<file path="src/rtl/hazard_stall_controller_pkg.sv">
// Shared encodings and defaults for the hazard/stall controller.
// Imported by the top level and the load-use comparator.
package hazard_stall_controller_pkg;

    localparam logic [0:0] ST_RUN     = 1'b0;
    localparam logic [0:0] ST_MD_BUSY = 1'b1;

    localparam int MULDIV_CYCLES_DEF = 8;
    localparam int MD_CNT_W          = 5;

    // Reload value for the mul/div down-counter; the counter runs N-1 .. 0.
    function automatic logic [MD_CNT_W-1:0] md_reload(input int cycles);
        return MD_CNT_W'(cycles - 1);
    endfunction

endpackage

</file>
<file path="src/rtl/hazard_stall_controller_load_use_detect.sv">
// Load-use comparator: flags an ID source that matches the destination of a
// load currently in EX. Register 0 never creates a hazard.
module load_use_detect
    import hazard_stall_controller_pkg::*;
(
    input  logic       IDEXMemRead_i,
    input  logic [4:0] IDEXRt_i,
    input  logic [4:0] IDRs_i,
    input  logic [4:0] IDRt_i,
    input  logic       IDUsesRt_i,
    output logic       LoadUse_o
);

    logic rs_match;
    logic rt_match;

    assign rs_match  = (IDEXRt_i == IDRs_i);
    assign rt_match  = IDUsesRt_i && (IDEXRt_i == IDRt_i);
    assign LoadUse_o = IDEXMemRead_i && (IDEXRt_i != 5'd0) && (rs_match || rt_match);

endmodule

</file>
<file path="src/rtl/hazard_stall_controller.sv">
// Pipeline hazard/stall controller: load-use stalls, branch flushes and a
// fixed-latency mul/div interlock, plus a free-running stall-cycle counter.
module hazard_stall_controller
    import hazard_stall_controller_pkg::*;
#(
    parameter int MULDIV_CYCLES = MULDIV_CYCLES_DEF
) (
    input  logic        Clk_i,
    input  logic        Reset_i,
    input  logic [4:0]  IDRs_i,
    input  logic [4:0]  IDRt_i,
    input  logic        IDUsesRt_i,
    input  logic        IDEXMemRead_i,
    input  logic [4:0]  IDEXRt_i,
    input  logic        BranchTaken_i,
    input  logic        IDIsMulDiv_i,
    input  logic        IDReadsHiLo_i,
    output logic        PCWrite_o,
    output logic        IFIDControl_o,
    output logic        IFIDFlush_o,
    output logic        IDEXBubble_o,
    output logic        MulDivBusy_o,
    output logic [15:0] StallCycles_o
);

    logic [0:0]          state_q, state_d;
    logic [MD_CNT_W-1:0] md_cnt_q, md_cnt_d;
    logic [15:0]         stall_cnt_q, stall_cnt_d;

    logic load_use;
    logic md_haz;
    logic stall;

    load_use_detect u_load_use_detect (
        .IDEXMemRead_i (IDEXMemRead_i),
        .IDEXRt_i      (IDEXRt_i),
        .IDRs_i        (IDRs_i),
        .IDRt_i        (IDRt_i),
        .IDUsesRt_i    (IDUsesRt_i),
        .LoadUse_o     (load_use)
    );

    // Any mul/div or HI/LO reader waits out the whole busy window, including the exit cycle.
    assign md_haz = (state_q == ST_MD_BUSY) && (IDReadsHiLo_i || IDIsMulDiv_i);
    assign stall  = load_use || md_haz;

    always_comb begin
        PCWrite_o     = 1'b1;
        IFIDControl_o = 1'b0;
        IFIDFlush_o   = BranchTaken_i;
        IDEXBubble_o  = 1'b0;
        MulDivBusy_o  = (state_q == ST_MD_BUSY);
        if (Reset_i) begin
            PCWrite_o     = 1'b0;
            IFIDControl_o = 1'b0;
            IFIDFlush_o   = 1'b1;
            IDEXBubble_o  = 1'b1;
            MulDivBusy_o  = 1'b0;
        end else if (stall) begin
            // The branch outcome is dropped; ID re-resolves it once the stall clears.
            PCWrite_o     = 1'b0;
            IFIDControl_o = 1'b1;
            IFIDFlush_o   = 1'b0;
            IDEXBubble_o  = 1'b1;
        end
    end

    always_comb begin
        state_d     = state_q;
        md_cnt_d    = md_cnt_q;
        stall_cnt_d = stall_cnt_q;
        if (!PCWrite_o) begin
            stall_cnt_d = stall_cnt_q + 16'd1;
        end
        case (state_q)
            ST_RUN: begin
                if (IDIsMulDiv_i && !stall) begin
                    state_d  = ST_MD_BUSY;
                    md_cnt_d = md_reload(MULDIV_CYCLES);
                end
            end
            default: begin
                if (md_cnt_q == '0) begin
                    state_d = ST_RUN;
                end else begin
                    md_cnt_d = md_cnt_q - 1'b1;
                end
            end
        endcase
    end

    always_ff @(posedge Clk_i) begin
        if (Reset_i) begin
            state_q     <= ST_RUN;
            md_cnt_q    <= '0;
            stall_cnt_q <= '0;
        end else begin
            state_q     <= state_d;
            md_cnt_q    <= md_cnt_d;
            stall_cnt_q <= stall_cnt_d;
        end
    end

    assign StallCycles_o = stall_cnt_q;

endmodule

</file>
<file path="config.mk">
export PLATFORM = sky130hd
export DESIGN_NAME = hazard_stall_controller
export DESIGN_NICKNAME = d
export VERILOG_FILES = /design/src/rtl/hazard_stall_controller_pkg.sv /design/src/rtl/hazard_stall_controller_load_use_detect.sv /design/src/rtl/hazard_stall_controller.sv
export SDC_FILE = /design/constraint.sdc
export NUM_CORES = 1
export LEC_CHECK = 0
export CORE_MARGIN = 2
export CORE_UTILIZATION = 35
export DETAILED_ROUTE_END_ITERATION = 8
export PLACE_DENSITY = 0.77
export SYNTH_ARGS = -nofsm -noshare
export SYNTH_HDL_FRONTEND = slang
export SYNTH_HIERARCHICAL = 1
export SYNTH_SLANG_ARGS = --single-unit
</file>
<file path="constraint.sdc">
create_clock -name Clk_i -period 2.5 [get_ports Clk_i]
set_input_delay 0.25 -clock Clk_i [delete_from_list [all_inputs] [get_ports Clk_i]]
set_output_delay 0.25 -clock Clk_i [all_outputs]
set_load 0.01 [all_outputs]
</file>
---- Word level (Yosys, flattened, before mapping) ----
Cells that the tools add are included.
storage, ports and cells
  logic and storage cells ................. 35
  output and inout bits ................... 21
  bits in registers ....................... 22
operators by class
  reduce and logical (&&, ||, !) cells .... 13
  add/sub/neg operators ................... 2
  multiplexer cells ....................... 14
  equal/unequal tests ..................... 3
operators with widths
  kind                     number
  $add A16 B1 Y16 const B  1
  $mux W5                  3
  $mux W1                  11
  $eq A5 B5 Y1             2
  $logic_and A1 B1 Y1      5
  $logic_not A5 Y1         1
  $reduce_bool A5 Y1       1
  $sub A5 B1 Y5 const B    1
  $logic_or A1 B1 Y1       3
  $ne A2 B2 Y1 const B     1
  $reduce_and A2 Y1        1
  $reduce_bool A2 Y1       1
  $logic_not A1 Y1         1

---- Logic depth before layout (Yosys ltp) ----
  depth in word-level cells ............... 9
  depth in mapped cells ................... 9
  depth with buffers taken out ............ 8

---- Modules after synthesis ----
The synthesis kept the hierarchy.
by module, submodules not included
  module                   cells each  instances  seq. area each (µm²)  area an instance (µm²)
  hazard_stall_controller  122         1          440.4                 1069.8
  load_use_detect          17          1          0.0                   132.6

---- Worst setup path before layout ----
OpenSTA, ideal clock, no wires.
  path kind ............................... input to register
  from .................................... input IDEXRt_i[1]
  to ...................................... register stall_cnt_q[13] (netlist: StallCycles_o[13])
  data arrival time ....................... 1843 ps
  setup slack ............................. 524 ps
  cell stages on the path ................. 8
  setup time .............................. 132 ps
  cell sequence ........................... or4_1 o21ai_1 a21oi_1 buf_2 or2_2 o211ai_1 or3_2 a21oi_1
between the ends
  word-level cells in the longest chain between the ends .. 7
  elaborated cells on any way between the ends .. 10
  classes of those cells .................. 2 x eq/ne; 2 x mux; 6 x reduce/logical
RTL lines
  item                     RTL line                                       source
  start, declared          hazard_stall_controller.sv:14                  input logic [4:0] IDEXRt_i,
  $eq A5 B5 Y1             hazard_stall_controller_load_use_detect.sv:18  assign rt_match = IDUsesRt_i && (IDEXRt_i == IDRt_i);
  $logic_and A1 B1 Y1      hazard_stall_controller_load_use_detect.sv:18
  $logic_or A1 B1 Y1       hazard_stall_controller_load_use_detect.sv:19  assign LoadUse_o = IDEXMemRead_i && (IDEXRt_i != 5'd0) && (rs_match || rt_match);
  $logic_and A1 B1 Y1 (*)  hazard_stall_controller_load_use_detect.sv:19
  named net load_use       hazard_stall_controller.sv:30                  logic load_use;
  $logic_or A1 B1 Y1 (*)   hazard_stall_controller.sv:45                  assign stall = load_use || md_haz;
  $mux W1 (*)              hazard_stall_controller.sv:59                  end else if (stall) begin
  $mux W1 (*)              hazard_stall_controller.sv:53                  if (Reset_i) begin
  end signal, assigned     hazard_stall_controller.sv:100                 stall_cnt_q <= stall_cnt_d;
  end, declared            hazard_stall_controller.sv:28                  logic [15:0] stall_cnt_q, stall_cnt_d;
The timed path passes the listed nets; every way through them passes the cells marked *.
A chain may end at the register's enable or synchronous reset.

---- Worst setup path after layout ----
  from .................................... input IDEXRt_i[1]
  to ...................................... output IFIDFlush_o
between the ends
  word-level cells in the longest chain between the ends .. 7
  elaborated cells on any way between the ends .. 10
  classes of those cells .................. 2 x eq/ne; 2 x mux; 6 x reduce/logical
RTL lines
  item                     RTL line                                       source
  $eq A5 B5 Y1             hazard_stall_controller_load_use_detect.sv:18
  $logic_and A1 B1 Y1      hazard_stall_controller_load_use_detect.sv:18
  $logic_or A1 B1 Y1       hazard_stall_controller_load_use_detect.sv:19
  $logic_and A1 B1 Y1 (*)  hazard_stall_controller_load_use_detect.sv:19
  named net load_use       hazard_stall_controller.sv:30
  $logic_or A1 B1 Y1 (*)   hazard_stall_controller.sv:45
  $mux W1 (*)              hazard_stall_controller.sv:59
  $mux W1 (*)              hazard_stall_controller.sv:53
  end, declared            hazard_stall_controller.sv:20                  output logic IFIDFlush_o,
Marks and branches as above.

==> results.yml <==
sta:
  fin_crit_sh_pct: 91.8
  hold_ws_ns: 0.489
  final-hold-violation-count: 0
  finalClockSkew_ns: 0.00383
  fmax_mhz: 436
  rsz0062_at_grt: "no"
  slew_headroom_pct: 66.3
  min_period_ns: 2.29
  worst_pin_slew_ns: 0.498
  setup_violations: 0
  setup_tns_ns: 0
  drv_slew: 0
yosys:
  synth.avg_cell_area_um2: 8.65
  synth_nets: 163
  synth_cell_types: 38
  synth_cells: 139
  synthAdderAreaFrac_pct: 2.08
  synth_largest_type_area_fraction_pct: 36.6
  synth_common_cells: "22 x dfxtp_1, 15 x xor2_1, 14 x nor2_1, 11 x a21oi_1, 8 x nand2_1"
  yosysTopAreaCell: "dfxtp_1"
  synth_flop_cell: "dfxtp_1"
  synth_top_family_by_area: "simple AND/OR/NAND/NOR gates"
  async_flop_share_pct: 0
  synthSimpleGateAreaFrac_pct: 23.6
  synth.area.top_cells: "dfxtp_1 37%, xor2_1 11%, a21oi_1 4.6%, nor2_1 4.4%, o2111ai_1 2.9%"
  synth-compound-area-share_pct: 18.6
  syn_area_um2: 1200
  yosys_register_bits: 22
  yosys_warnings: 6
  muxShareOfSynthArea_pct: 1.77
  synth-edff-count: 0
  yosysMostFrequentCell: "dfxtp_1"
  seq_area_frac_synth_pct: 36.6
  synth_xor_area_share_pct: 13.1
die:
  start_util_pct: 36.3
  die-area_um2: 3920
  num_rows: 21
  core_um2: 3310
  die_y_um: 62.6
  io_pins: 43
  fp.dieW_um: 62.6
clocking:
  cts_buffer_depth: 2
  h-tree-depth: 1
  ctsHoldBuffers: 0
  root_buffer: "clkbuf_4"
  numClockSinks: 22
  cts_tree: "built"
  clkLatencyLatePin_ns: 0.31
  cts_setup_buffers: 0
  clk_pin_slew_worst_paths_ns: 0.13
  cts_buffers: 3
layout:
  multiInputGateArea_um2: 719
  fillers: 314
  area_growth_pct: 49.5
  antenna_cells: 0
  seq_area_um2: 440
  drive_above_1_share_pct: 13.0
  final_nets: 217
  utilization_pct: 54.3
global_route:
  grt_pass1_wl_um: 4600
  grt_usage_pct: 14.3
  antenna_found_initial: 0
  first_global_vias: 1034
  grt_max_degree: 14
  overflow: 0
worst_hold_path:
  worst_hold_path.num_cells: 2
  hold_end: "md_cnt_q[4]"
  hp-start: "md_cnt_q[4]"
  min_path_type: "reg -> reg"
route:
  dr_total_vias: 1165
  drtIter0Drc: 20
  wl_um: 2680
  drcViolationCount: 0
  via_per_inst: 4.89
  first_pass_iters: 4
  wl_per_cell_um: 11.3
  final_antenna_net_count: 0
setup_path:
  r2r_start: "state_q"
  r2r-end: "StallCycles_o[12]"
  cp_max_fo: 4
  arrival_ns: 2.04
  endpoint_kind: "output port"
  path_class: "in -> out"
  cp.required_ns: 2.25
  setup.worst_path.start_class: "input port"
  reg2reg_depth: 5
  rrSetupSlack_ns: 0.76
placement:
  io_buffers: 42
  gp_congestion: 0.766
  dp_hpwl_um: 2130
power_and_ir_drop:
  ir_worst_vdd_v: 0.000203
  p_leak_nw: 0.673
  powerDensity_nw_per_um2: 459
run_status:
  status: "completed"
job:
  drv_cap: 0
-- how the worst max path moves through the flow --
| stage | start | to |
|---|---|---|
| global placement | IDEXRt_i[1] | PCWrite_o |
| finish | IDEXRt_i[1] | IFIDFlush_o |
| detailed placement | IDEXRt_i[1] | PCWrite_o |
| floorplan | IDEXRt_i[1] | StallCycles_o[13] |
| CTS | IDEXRt_i[1] | IFIDFlush_o |
| global route | IDEXRt_i[4] | PCWrite_o |
-- flip-flops by register name (all words and copies together) (netlist names) --
signal and flops:
md_cnt_q 5, state_q 1, StallCycles_o 16
-- routing by layer --
layer	GRT usage [%]	wire [um]
met1	18.5	1290
met2	23.0	1220
met3	2.52	140
met4	6.67	27
met5	0	0
-- cell type report --
type,instances,area share [%]
Multi-Input combinational cell,106,40.0
Clock inverter,1,1.67
Inverter,6,1.25
Clock buffer,3,1.25
Tap cell,46,3.20
Sequential cell,22,24.5
Timing Repair Buffer,54,28.1
-- power by group --
group	internal, mW	switching, mW
registers	0.365	0.0158
logic	0.0942	0.0727
clock network	0.162	0.115
total	0.621	0.204
-- worst max-delay path, stage by stage --
cell,delay (ns)
clkdlybuf4s50_1,0.42
or4_1,0.53
o21ai_1,0.13
a21oi_1,0.05
buf_4,0.15
nor2_4,0.12
nand2_1,0.06
nand2_1,0.05
dlygate4sd2_1,0.26
-- cells in the final DEF (no fill, tap or decap), types with 3 or more instances in the layout --
cell,n
o21ai_0,7
o211ai_1,4
dlygate4sd2_1,4
inv_1,6
buf_4,12
dfxtp_1,22
xor2_1,15
a21oi_1,11
clkdlybuf4s50_1,38
or3_1,5
nand3_1,4
nor2_1,13
xnor2_1,3
o2111ai_1,4
nand2_1,8
clkbuf_4,3
and2_1,3
-- metrics by stage --
step	power, mW	setup WS, ns	instances	instance area, um2
6_report	0.825	0.206	238	1800
2_1_floorplan	0.474	0.524	139	1200
5_1_grt	0.864	0.0368	238	1800
3_3_place_gp	0.556	-0.149	234	1740
3_5_place_dp	0.559	-0.174	234	1740
4_1_cts	0.831	0.190	238	1800
-- repair_timing --
item,CTS,global route
endpoints found under the setup margin,4,0
hold endpoints to repair,0,0
resized for setup,6,0
-- logic make-up after synthesis --
logic type / after synthesis
AO/OA/AOI/OAI: 35
XOR/XNOR: 18
adder cells (fa/ha/maj): 2
buffers and inverters: 11
flip-flops: 22
multiplexers: 2
AND/OR/NAND/NOR: 49
Note: power is estimated with default switching activity, not from simulation.
